`src/rtl/fp_muldiv_seq.sv`:
```
// Sequential floating-point multiply/divide: shift-add multiplier, restoring divider,
// round-to-nearest-even, flush-to-zero, valid/ready on both sides.
module fp_muldiv_seq #(
    parameter int EXP_W = 8,
    parameter int MAN_W = 23
) (
    input  logic                   clk,
    input  logic                   arst,
    input  logic                   en,
    input  logic                   in_valid,
    output logic                   in_ready,
    input  logic [EXP_W+MAN_W:0]   a,
    input  logic [EXP_W+MAN_W:0]   b,
    input  logic                   sel,
    output logic                   out_valid,
    input  logic                   out_ready,
    output logic [EXP_W+MAN_W:0]   R,
    output logic                   io_flag,
    output logic                   dz_flag,
    output logic                   of_flag,
    output logic                   uf_flag,
    output logic                   i_flag
);

    localparam int W  = 1 + EXP_W + MAN_W;
    localparam int P  = 2 * MAN_W + 2;
    localparam int EW = EXP_W + 2;
    localparam int CW = $clog2(MAN_W + 3) + 1;
    localparam logic signed [EW-1:0] BIAS = EW'((1 << (EXP_W - 1)) - 1);
    localparam logic signed [EW-1:0] EMAX = EW'((1 << EXP_W) - 1);
    localparam logic signed [EW-1:0] ONE  = EW'(1);
    localparam logic [W-1:0] QNAN = {1'b0, {EXP_W{1'b1}}, 1'b1, {(MAN_W-1){1'b0}}};

    typedef enum logic [2:0] {S_IDLE, S_UNPACK, S_ITER, S_ROUND, S_DONE} state_t;

    state_t                state_q, state_d;
    logic                  in_ready_q, in_ready_d;
    logic                  out_valid_q, out_valid_d;
    logic [W-1:0]          r_q, r_d;
    logic [4:0]            flags_q, flags_d;   // {io, dz, of, uf, i}
    logic [W-1:0]          a_q, a_d, b_q, b_d;
    logic                  sel_q, sel_d;
    logic signed [EW-1:0]  exp_q, exp_d;
    logic [P-1:0]          mcand_q, mcand_d, acc_q, acc_d;
    logic [MAN_W:0]        mplier_q, mplier_d;
    logic [MAN_W+1:0]      rem_q, rem_d;
    logic [CW-1:0]         cnt_q, cnt_d;

    // Operand classification
    logic [EXP_W-1:0] ea, eb;
    logic [MAN_W-1:0] fa, fb;
    logic             za, zb, ia, ib, na, nb, res_sign;
    logic signed [EW-1:0] ea_s, eb_s;
    logic [W-1:0]     inf_r, zero_r;

    assign ea       = a_q[W-2:MAN_W];
    assign eb       = b_q[W-2:MAN_W];
    assign fa       = a_q[MAN_W-1:0];
    assign fb       = b_q[MAN_W-1:0];
    assign za       = (ea == '0);
    assign zb       = (eb == '0);
    assign ia       = (&ea) && (fa == '0);
    assign ib       = (&eb) && (fb == '0);
    assign na       = (&ea) && (fa != '0);
    assign nb       = (&eb) && (fb != '0);
    assign res_sign = a_q[W-1] ^ b_q[W-1];
    assign ea_s     = $signed({2'b00, ea});
    assign eb_s     = $signed({2'b00, eb});
    assign inf_r    = {res_sign, {EXP_W{1'b1}}, {MAN_W{1'b0}}};
    assign zero_r   = {res_sign, {(W-1){1'b0}}};

    logic         special;
    logic [W-1:0] spec_r;
    logic [4:0]   spec_fl;

    // NOTE: every signal written in always_comb gets a default first, so no path infers a latch.
    always_comb begin
        special = 1'b1;
        spec_r  = zero_r;
        spec_fl = 5'b00000;
        if (na || nb) begin
            spec_r     = QNAN;
            spec_fl[4] = (na && !fa[MAN_W-1]) || (nb && !fb[MAN_W-1]);
        end else if (!sel_q) begin
            if ((za && ib) || (ia && zb)) begin
                spec_r  = QNAN;
                spec_fl = 5'b10000;
            end else if (ia || ib) spec_r = inf_r;
            else if (za || zb)     spec_r = zero_r;
            else                   special = 1'b0;
        end else begin
            if ((za && zb) || (ia && ib)) begin
                spec_r  = QNAN;
                spec_fl = 5'b10000;
            end else if (ia) spec_r = inf_r;
            else if (zb) begin
                spec_r  = inf_r;
                spec_fl = 5'b01000;
            end else if (ib || za) spec_r = zero_r;
            else                   special = 1'b0;
        end
    end

    // Normalise by at most one bit, then round to nearest even
    logic [P-1:0]         mul_norm;
    logic [MAN_W+2:0]     quo, div_norm;
    logic [MAN_W:0]       mant;
    logic                 guard, sticky;
    logic signed [EW-1:0] exp_adj, exp_rnd;
    logic [MAN_W+1:0]     mant_rnd;
    logic [MAN_W-1:0]     frac_rnd;

    always_comb begin
        quo      = acc_q[MAN_W+2:0];
        mul_norm = acc_q[P-1] ? acc_q : (acc_q << 1);
        div_norm = quo[MAN_W+2] ? quo : (quo << 1);
        mant     = mul_norm[P-1:MAN_W+1];
        guard    = mul_norm[MAN_W];
        sticky   = |mul_norm[MAN_W-1:0];
        exp_adj  = acc_q[P-1] ? exp_q + ONE : exp_q;
        if (sel_q) begin
            mant    = div_norm[MAN_W+2:2];
            guard   = div_norm[1];
            sticky  = div_norm[0] | (rem_q != '0);
            exp_adj = quo[MAN_W+2] ? exp_q : exp_q - ONE;
        end
        mant_rnd = {1'b0, mant} + {{(MAN_W+1){1'b0}}, guard & (mant[0] | sticky)};
        exp_rnd  = mant_rnd[MAN_W+1] ? exp_adj + ONE : exp_adj;
        frac_rnd = mant_rnd[MAN_W+1] ? '0 : mant_rnd[MAN_W-1:0];
    end

    // Restoring divide step: divisor sits in the low bits of mcand
    logic                 div_ge;
    logic [MAN_W+1:0]     rem_sub;
    assign div_ge  = (rem_q >= {1'b0, mcand_q[MAN_W:0]});
    assign rem_sub = div_ge ? rem_q - {1'b0, mcand_q[MAN_W:0]} : rem_q;

    always_comb begin
        state_d  = state_q;
        r_d      = r_q;
        flags_d  = flags_q;
        a_d      = a_q;
        b_d      = b_q;
        sel_d    = sel_q;
        exp_d    = exp_q;
        mcand_d  = mcand_q;
        acc_d    = acc_q;
        mplier_d = mplier_q;
        rem_d    = rem_q;
        cnt_d    = cnt_q;
        case (state_q)
            S_IDLE: if (in_valid) begin
                a_d     = a;
                b_d     = b;
                sel_d   = sel;
                state_d = S_UNPACK;
            end
            S_UNPACK: if (special) begin
                r_d     = spec_r;
                flags_d = spec_fl;
                state_d = S_DONE;
            end else begin
                exp_d    = sel_q ? ea_s - eb_s + BIAS : ea_s + eb_s - BIAS;
                mcand_d  = {{(P-MAN_W-1){1'b0}}, 1'b1, sel_q ? fb : fa};
                mplier_d = {1'b1, fb};
                acc_d    = '0;
                rem_d    = {2'b01, fa};
                cnt_d    = sel_q ? CW'(MAN_W + 2) : CW'(MAN_W);
                state_d  = S_ITER;
            end
            S_ITER: begin
                if (sel_q) begin
                    acc_d = {acc_q[P-2:0], div_ge};
                    rem_d = {rem_sub[MAN_W:0], 1'b0};
                end else begin
                    acc_d    = mplier_q[0] ? acc_q + mcand_q : acc_q;
                    mcand_d  = mcand_q << 1;
                    mplier_d = mplier_q >> 1;
                end
                if (cnt_q == '0) state_d = S_ROUND;
                else             cnt_d   = cnt_q - 1'b1;
            end
            S_ROUND: begin
                if (exp_rnd >= EMAX) begin
                    r_d     = inf_r;
                    flags_d = 5'b00101;
                end else if (exp_rnd < ONE) begin
                    r_d     = zero_r;
                    flags_d = 5'b00011;
                end else begin
                    r_d     = {res_sign, exp_rnd[EXP_W-1:0], frac_rnd};
                    flags_d = {4'b0000, guard | sticky};
                end
                state_d = S_DONE;
            end
            S_DONE:  if (out_ready) state_d = S_IDLE;
            default: state_d = S_IDLE;
        endcase
        in_ready_d  = (state_d == S_IDLE);
        out_valid_d = (state_d == S_DONE);
    end

    // NOTE: sequential state uses non-blocking assignments so every flop samples pre-edge values.
    always_ff @(posedge clk) begin
        if (arst) begin
            state_q     <= S_IDLE;
            in_ready_q  <= 1'b1;
            out_valid_q <= 1'b0;
            r_q         <= '0;
            flags_q     <= '0;
        end else if (en) begin
            state_q     <= state_d;
            in_ready_q  <= in_ready_d;
            out_valid_q <= out_valid_d;
            r_q         <= r_d;
            flags_q     <= flags_d;
        end
    end

    // NOTE: datapath registers have no reset; each is loaded in IDLE/UNPACK before it is read.
    always_ff @(posedge clk) begin
        if (en) begin
            a_q      <= a_d;
            b_q      <= b_d;
            sel_q    <= sel_d;
            exp_q    <= exp_d;
            mcand_q  <= mcand_d;
            acc_q    <= acc_d;
            mplier_q <= mplier_d;
            rem_q    <= rem_d;
            cnt_q    <= cnt_d;
        end
    end

    assign in_ready  = in_ready_q;
    assign out_valid = out_valid_q;
    assign R         = r_q;
    assign {io_flag, dz_flag, of_flag, uf_flag, i_flag} = flags_q;

endmodule

```
`config.mk`:
```
export PLATFORM = sky130hd
export DESIGN_NAME = fp_muldiv_seq
export DESIGN_NICKNAME = d
export VERILOG_FILES = /design/src/rtl/fp_muldiv_seq.sv
export SDC_FILE = /design/constraint.sdc
export NUM_CORES = 1
export LEC_CHECK = 0
export ABC_AREA = 1
export CORE_MARGIN = 10
export CORE_UTILIZATION = 50
export DETAILED_ROUTE_END_ITERATION = 8
export HOLD_SLACK_MARGIN = 0.05
export PLACE_DENSITY = 0.69
export SLEW_MARGIN = 40
export SYNTH_ARGS = -nofsm -noshare
export SYNTH_HDL_FRONTEND = slang
export SYNTH_SLANG_ARGS = --single-unit
```
`constraint.sdc`:
```
create_clock -name clk -period 12 [get_ports clk]
set_input_delay 3.6 -clock clk [delete_from_list [all_inputs] [get_ports clk]]
set_output_delay 3.6 -clock clk [all_outputs]
set_load 0.01 [all_outputs]
```
==> metrics.cfg, run 1 <==
[outcome]
status = finished, final reports clean

[pwr]
vdd_drop_max_mv = 0.120
p_leak_nw = 9.26
finalPower_mw = 2.44
p_per_area_mw_per_mm2 = 114

[critical_path]
crit_chain = clkdlybuf4s50_1 > clkinv_1 > nor2_1 > nand2_1 > buf_4 > nor2_4 > o21ai_0 > nor2_1 > nand2_1 > a21oi_1
crit_required_ps = 12510
worstSetupEndpoint = R[7]
cp-start-kind = primary input
crit_path_end_kind = flop
path_depth = 10
reg2regPathDepth = 19
crit-reg2reg-launch = sel_q
slowest_delay_ps = 570
crit_slowest_cell = clkdlybuf4s50_1
path_class = in2reg
crit_arrival_ps = 6080
r2r_end = R[22]
crit_family = buffers and inverters
path_max_fanout = 32
reg2reg_slack_ps = 7360
crit_path_start = en
cp_num_buf_inv = 3

[clock_tree]
cts_hold_buffers = 0
cts-resized-gates = 0
clock-sinks = 268
clk_latency_ps = 590
numCtsBuffers = 31
tritoncts = done
clk_path_buf_depth = 3
cts-root-buf = clkbuf_16
htreeDepth = 1
clk_pin_slew_ps = 60
cts_setup_buffers = 0

[die]
die_h_um = 214
dieArea_mm2 = 0.0459
fp.coreArea_mm2 = 0.0374
dieWidth_um = 214
start_util_pct = 50.4
rows = 71
io_pins = 109

[placed_design]
numPortBuffers = 108
hpwl_um = 40700
globalplace.congestion = 0.969
dp_slack_ps = 5850

[grt]
overflow = 0
grt_use_total_pct = 22.8
antenna_found_initial = 1
grt_max_degree = 87
grt_pass1_vias = 16700
grt_pass1_wl_um = 86900

[drt]
drcViolationCount = 0
drtIter0Drc = 1368
dr.pass1.iters = 6
wl_per_cell_um = 17.6
vias = 17000
vias_per_cell = 5.57
drt-total-wl_um = 53700
ant_nets = 0

[timing]
slew_headroom_pct = 44.8
worst_slack_ps = 6430
rsz0062_at_grt = false
worst-slew-pin-transition_ps = 828
period_needed_ps = 5570
setup_viol = 0
final.setup.tns_ps = 0
hold_violations = 0
post-route-period-util_pct = 46.4
fin_skew_ps = 21.5
fmax_mhz = 180
slew_viol_final = 0

[logic_synthesis]
synth_area_per_cell_um2 = 7.74
yosysWarnings = 0
ys_seq_area_share_pct = 40.5
synthArstFlopShare_pct = 0
syn_nets = 2611
synthCells = 2436
ys_types = 53
ys_seq_elements = 268
syn-cell-area_mm2 = 0.0189
synth_edf_count = 226
ys.flop_type = edfxtp_1

[final_layout]
syn2layout_area_growth_pct = 13.4
drive_gt1_share_pct = 5.79
final_common_cell = nand2_1
n_fill_cell = 3488
final_cell_mix = nand2_1 (579), inv_1 (330), edfxtp_1 (226), nor2_1 (200), a21oi_1 (190)
fin_nets = 2691
n_antenna_cell = 0

[hold_path]
worstHoldPathType = reg2reg

[run]
drv_cap = 0

flip-flops by register name, indices dropped and copies added (netlist names):
signal     count
R             32
a_q           32
acc_q         48
b_q           32
cnt_q          6
exp_q         10
flags_q        5
in_ready       1
mcand_q       48
mplier_q      24
out_valid      1
rem_q         25
sel_q          1
state_q        3
report_power, final:
part           internal, mW  switching, mW
Combinational         0.142          0.261
Clock                 0.559          0.389
Sequential             1.06         0.0309
metrics by stage:
stage | hold slack, ps | utilization, % | instances | instance area (um^2)
5_1_grt | 478 | 57.1 | 3049 | 21400
2_1_floorplan | 488 | - | 2436 | 18900
4_1_cts | 466 | 57.1 | 3049 | 21400
3_3_place_gp | 456 | 54.4 | 2994 | 20300
6_report | 465 | 57.1 | 3049 | 21400
3_5_place_dp | 456 | 54.4 | 2994 | 20400
synth_stat cells (28+ instances only):
| master | number | area [um^2] |
|---|---|---|
| nor4_1 | 28 | 175 |
| nand4_1 | 36 | 225 |
| nand3_1 | 123 | 616 |
| xor2_1 | 52 | 455 |
| edfxtp_1 | 226 | 6790 |
| ha_1 | 101 | 1260 |
| nor3_1 | 28 | 140 |
| inv_1 | 331 | 1240 |
| nor2_1 | 204 | 766 |
| o21ai_0 | 169 | 846 |
| xnor2_1 | 30 | 263 |
| a21oi_1 | 192 | 961 |
| nand2_1 | 579 | 2170 |
| clkbuf_1 | 40 | 150 |
| dfxtp_1 | 42 | 841 |
worst register-to-register path: stages, from the launching register on:
cell and delay [ps]:
edfxtp_1 730, buf_6 590, nand2_1 230, nand2_1 110, o21ai_0 90, o221ai_1 140, nand2_1 140, inv_2 100
ha_1 180, nand2_1 90, nor2_4 130, and2_1 390, nand2_4 150, inv_4 100, nand2_1 50, o21ai_1 400
nand2_2 210, nor2_8 390, nand2_1 190, a21oi_1 160
metal layers:
| metal | up-vias | wire, um | GRT usage [%] |
|---|---|---|---|
| li1 | 8393 | - | - |
| met1 | 8013 | 23100 | 28.5 |
| met2 | 481 | 25600 | 39.5 |
| met3 | 98 | 3070 | 3.00 |
| met4 | 2 | 1930 | 8.11 |
| met5 | - | 17 | 0 |
layout make-up:
type	instances	area (um^2)	area share, %
Sequential cell	268	7630	35.7
Clock buffer	38	802	3.75
Tap cell	511	639	2.99
Multi-Input combinational cell	1744	9580	44.8
Timing Repair Buffer	123	1210	5.67
Clock inverter	17	199	0.931
Inverter	348	1310	6.15
how the worst min path moves through the flow:
stage | startpoint | endpoint | cells past startpoint
after global placement | R[31] | R[31] | 2
after CTS | R[31] | R[31] | 2
final | R[31] | R[31] | 2
after detailed placement | R[31] | R[31] | 2
after global routing | R[31] | R[31] | 2
after floorplan | R[16] | R[16] | 2
kinds of logic after synthesis:
logic type,share of synthesized area [%]
and+or+nand+nor,24.5
AOI/OAI and AO/OA,15.1
buffers and inverters,9.00
DFF,40.5
adders and majority gates,7.13
xor gates and xnor gates,3.81
Note: power is estimated with default switching activity, not from simulation.
==> run 2: changes to the inputs <==
--- a/config.mk
+++ b/config.mk
@@ -10,7 +10,7 @@
 export CORE_UTILIZATION = 50
 export DETAILED_ROUTE_END_ITERATION = 8
 export HOLD_SLACK_MARGIN = 0.05
-export PLACE_DENSITY = 0.69
+export PLACE_DENSITY = 0.71
 export SLEW_MARGIN = 40
 export SYNTH_ARGS = -nofsm -noshare
 export SYNTH_HDL_FRONTEND = slang
==> constraint.sdc (replaced) <==
create_clock -name clk -period 4.61 [get_ports clk]
set_input_delay 1.383 -clock clk [delete_from_list [all_inputs] [get_ports clk]]
set_output_delay 1.383 -clock clk [all_outputs]
set_load 0.01 [all_outputs]
==> run 2 against run 1 <==
Routed wire length is 3.6% higher. Clock skew is 5.6 ps higher. Die area stayed put. Combinational power grew to 2.6 times the previous value. First-iteration DRC count is 8.6% higher. Critical path type is now reg2reg. Largest power group unchanged.
==> metrics.cfg, run 2 (synthesized netlist as in run 1, its figures left out) <==
[die]
dieArea_mm2 = 0.0459
die_h_um = 214
io_pins = 109
start_util_pct = 50.4
dieWidth_um = 214
rows = 71
fp.coreArea_mm2 = 0.0374

[placed_design]
globalplace.congestion = 0.980
numPortBuffers = 108
hpwl_um = 42700
dpl_cell_area_mm2 = 0.0204
dp_slack_ps = 722

[critical_path]
crit_path_end_kind = flop
slowest_delay_ps = 740
crit_chain = inv_2 > a21oi_1 > o21ai_1 > o221ai_1 > nand2_1 > inv_2 > ha_1 > nand2_1 > nor2_4 > and2_1 > nand2_4 > nand2_1 > nand2_1 > nand2_1 > inv_2 > nand3_2 > nand2_2 > nor2_8 > nand3_1 > a21oi_1
cp-start-kind = flop
path_max_fanout = 29
crit_slowest_cell = edfxtp_1
r2r_end = R[18]
crit-reg2reg-launch = acc_q[25]
crit_required_ps = 5130
reg2reg_slack_ps = 620
path_class = reg2reg
reg2regPathDepth = 20
crit_arrival_ps = 4500
path_common_cell = nand2_1

[timing]
timing.hold.ws_ps = 466
fin_skew_ps = 27.0
slew_headroom_pct = 45.5
final.setup.tns_ps = 0
post-route-period-util_pct = 86.5
worst_slack_ps = 623
setup_viol = 0
fmax_mhz = 251
hold_violations = 0
rsz0062_at_grt = false
period_needed_ps = 3990
worst-slew-pin-transition_ps = 813
slew_viol_final = 0

[run]
drv_cap = 0

[grt]
grt_use_met2_pct = 40.5
grt_use_met3_pct = 2.82
busiest_layer = met2
grt_pass1_vias = 16600
grt_max_degree = 88
grt_use_total_pct = 23.4
antenna_found_initial = 0
met1_usage_pct = 29.4
overflow = 0
grt_pass1_wl_um = 88100

[clock_tree]
cts_hold_buffers = 0
cts-resized-gates = 0
clock-sinks = 268
htreeDepth = 1
clk_latency_ps = 620
clk_path_buf_depth = 3
clk_pin_slew_ps = 60
numCtsBuffers = 31
cts_setup_buffers = 0
cts-root-buf = clkbuf_16
tritoncts = done

[pwr]
vdd_drop_max_mv = 0.318
p_leak_nw = 9.31
p_per_area_mw_per_mm2 = 305

[final_layout]
final_common_cell = nand2_1
n_antenna_cell = 0
seq_area_mm2 = 0.00763
drive_gt1_share_pct = 6.01
syn2layout_area_growth_pct = 14.0
n_fill_cell = 3470
multiInputGateArea_mm2 = 0.00957
final_cell_mix = nand2_1 (579), inv_1 (329), edfxtp_1 (226), nor2_1 (201), a21oi_1 (190)
fin_nets = 2695
finish.utilization_pct = 57.5
reg_top3 = acc_q: 48 flops, mcand_q: 48 flops
post-route-cell-area_mm2 = 0.0215

[drt]
ant_nets = 0
wl_per_cell_um = 18.2
dr.pass1.iters = 6
vias_per_cell = 5.53
drt-total-wl_um = 55600
vias = 16900
drtIter0Drc = 1486
drcViolationCount = 0

[hold_path]
hold_depth = 2
hp-start = R[31]
holdPathEnd = R[31]
worstHoldPathType = reg2reg

[outcome]
status = finished, final reports clean

run 2: metal layers:
layer | routed length (um) | vias to the layer above
met5 | 0 | -
met4 | 2090 | 0
met3 | 3070 | 99
met2 | 26800 | 491
met1 | 23700 | 7891
li1 | - | 8417
run 2: final cells by class:
| class | instances | share of cell area (%) |
|---|---|---|
| tap | 511 | 2.97 |
| clock inverter | 24 | 1.42 |
| inverter | 348 | 6.11 |
| sequential | 268 | 35.5 |
| timing repair buffer | 127 | 5.83 |
| multi-input combinational | 1744 | 44.5 |
| clock buffer | 34 | 3.66 |
run 2: worst max-delay path by stage:
| stage | startpoint | endpoint | slack, ps | cells after the start |
|---|---|---|---|---|
| 3_3_place_gp | acc_q[25] | R[17] | 930 | 20 |
| 6_report | acc_q[25] | R[18] | 620 | 20 |
| 4_1_cts | acc_q[25] | R[18] | 680 | 20 |
| 2_1_floorplan | b_q[0] | acc_q[0] | 150 | 10 |
| 5_1_grt | acc_q[25] | R[18] | 200 | 20 |
| 3_5_place_dp | acc_q[25] | R[18] | 720 | 20 |
run 2: through the flow:
step | total power, mW | cells
6_report | 6.56 | 3056
5_1_grt | 6.83 | 3056
4_1_cts | 6.59 | 3056
3_5_place_dp | 3.93 | 2998
3_3_place_gp | 3.91 | 2998
2_1_floorplan | 3.59 | 2436
run 2: report_power, final:
group,switching [mW],internal (mW)
Clock,1.08,1.58
Combinational,0.690,0.372
Sequential,0.0823,2.75
Total,1.86,4.70
run 2: critical path, delay by kind of cell (launching register included):
kind	cells	cell delay [ps]
and+or+nand+nor	12	1860
AOI/OAI and AO/OA	4	570
DFF	1	740
buffers and inverters	3	510
adders and majority gates	1	190
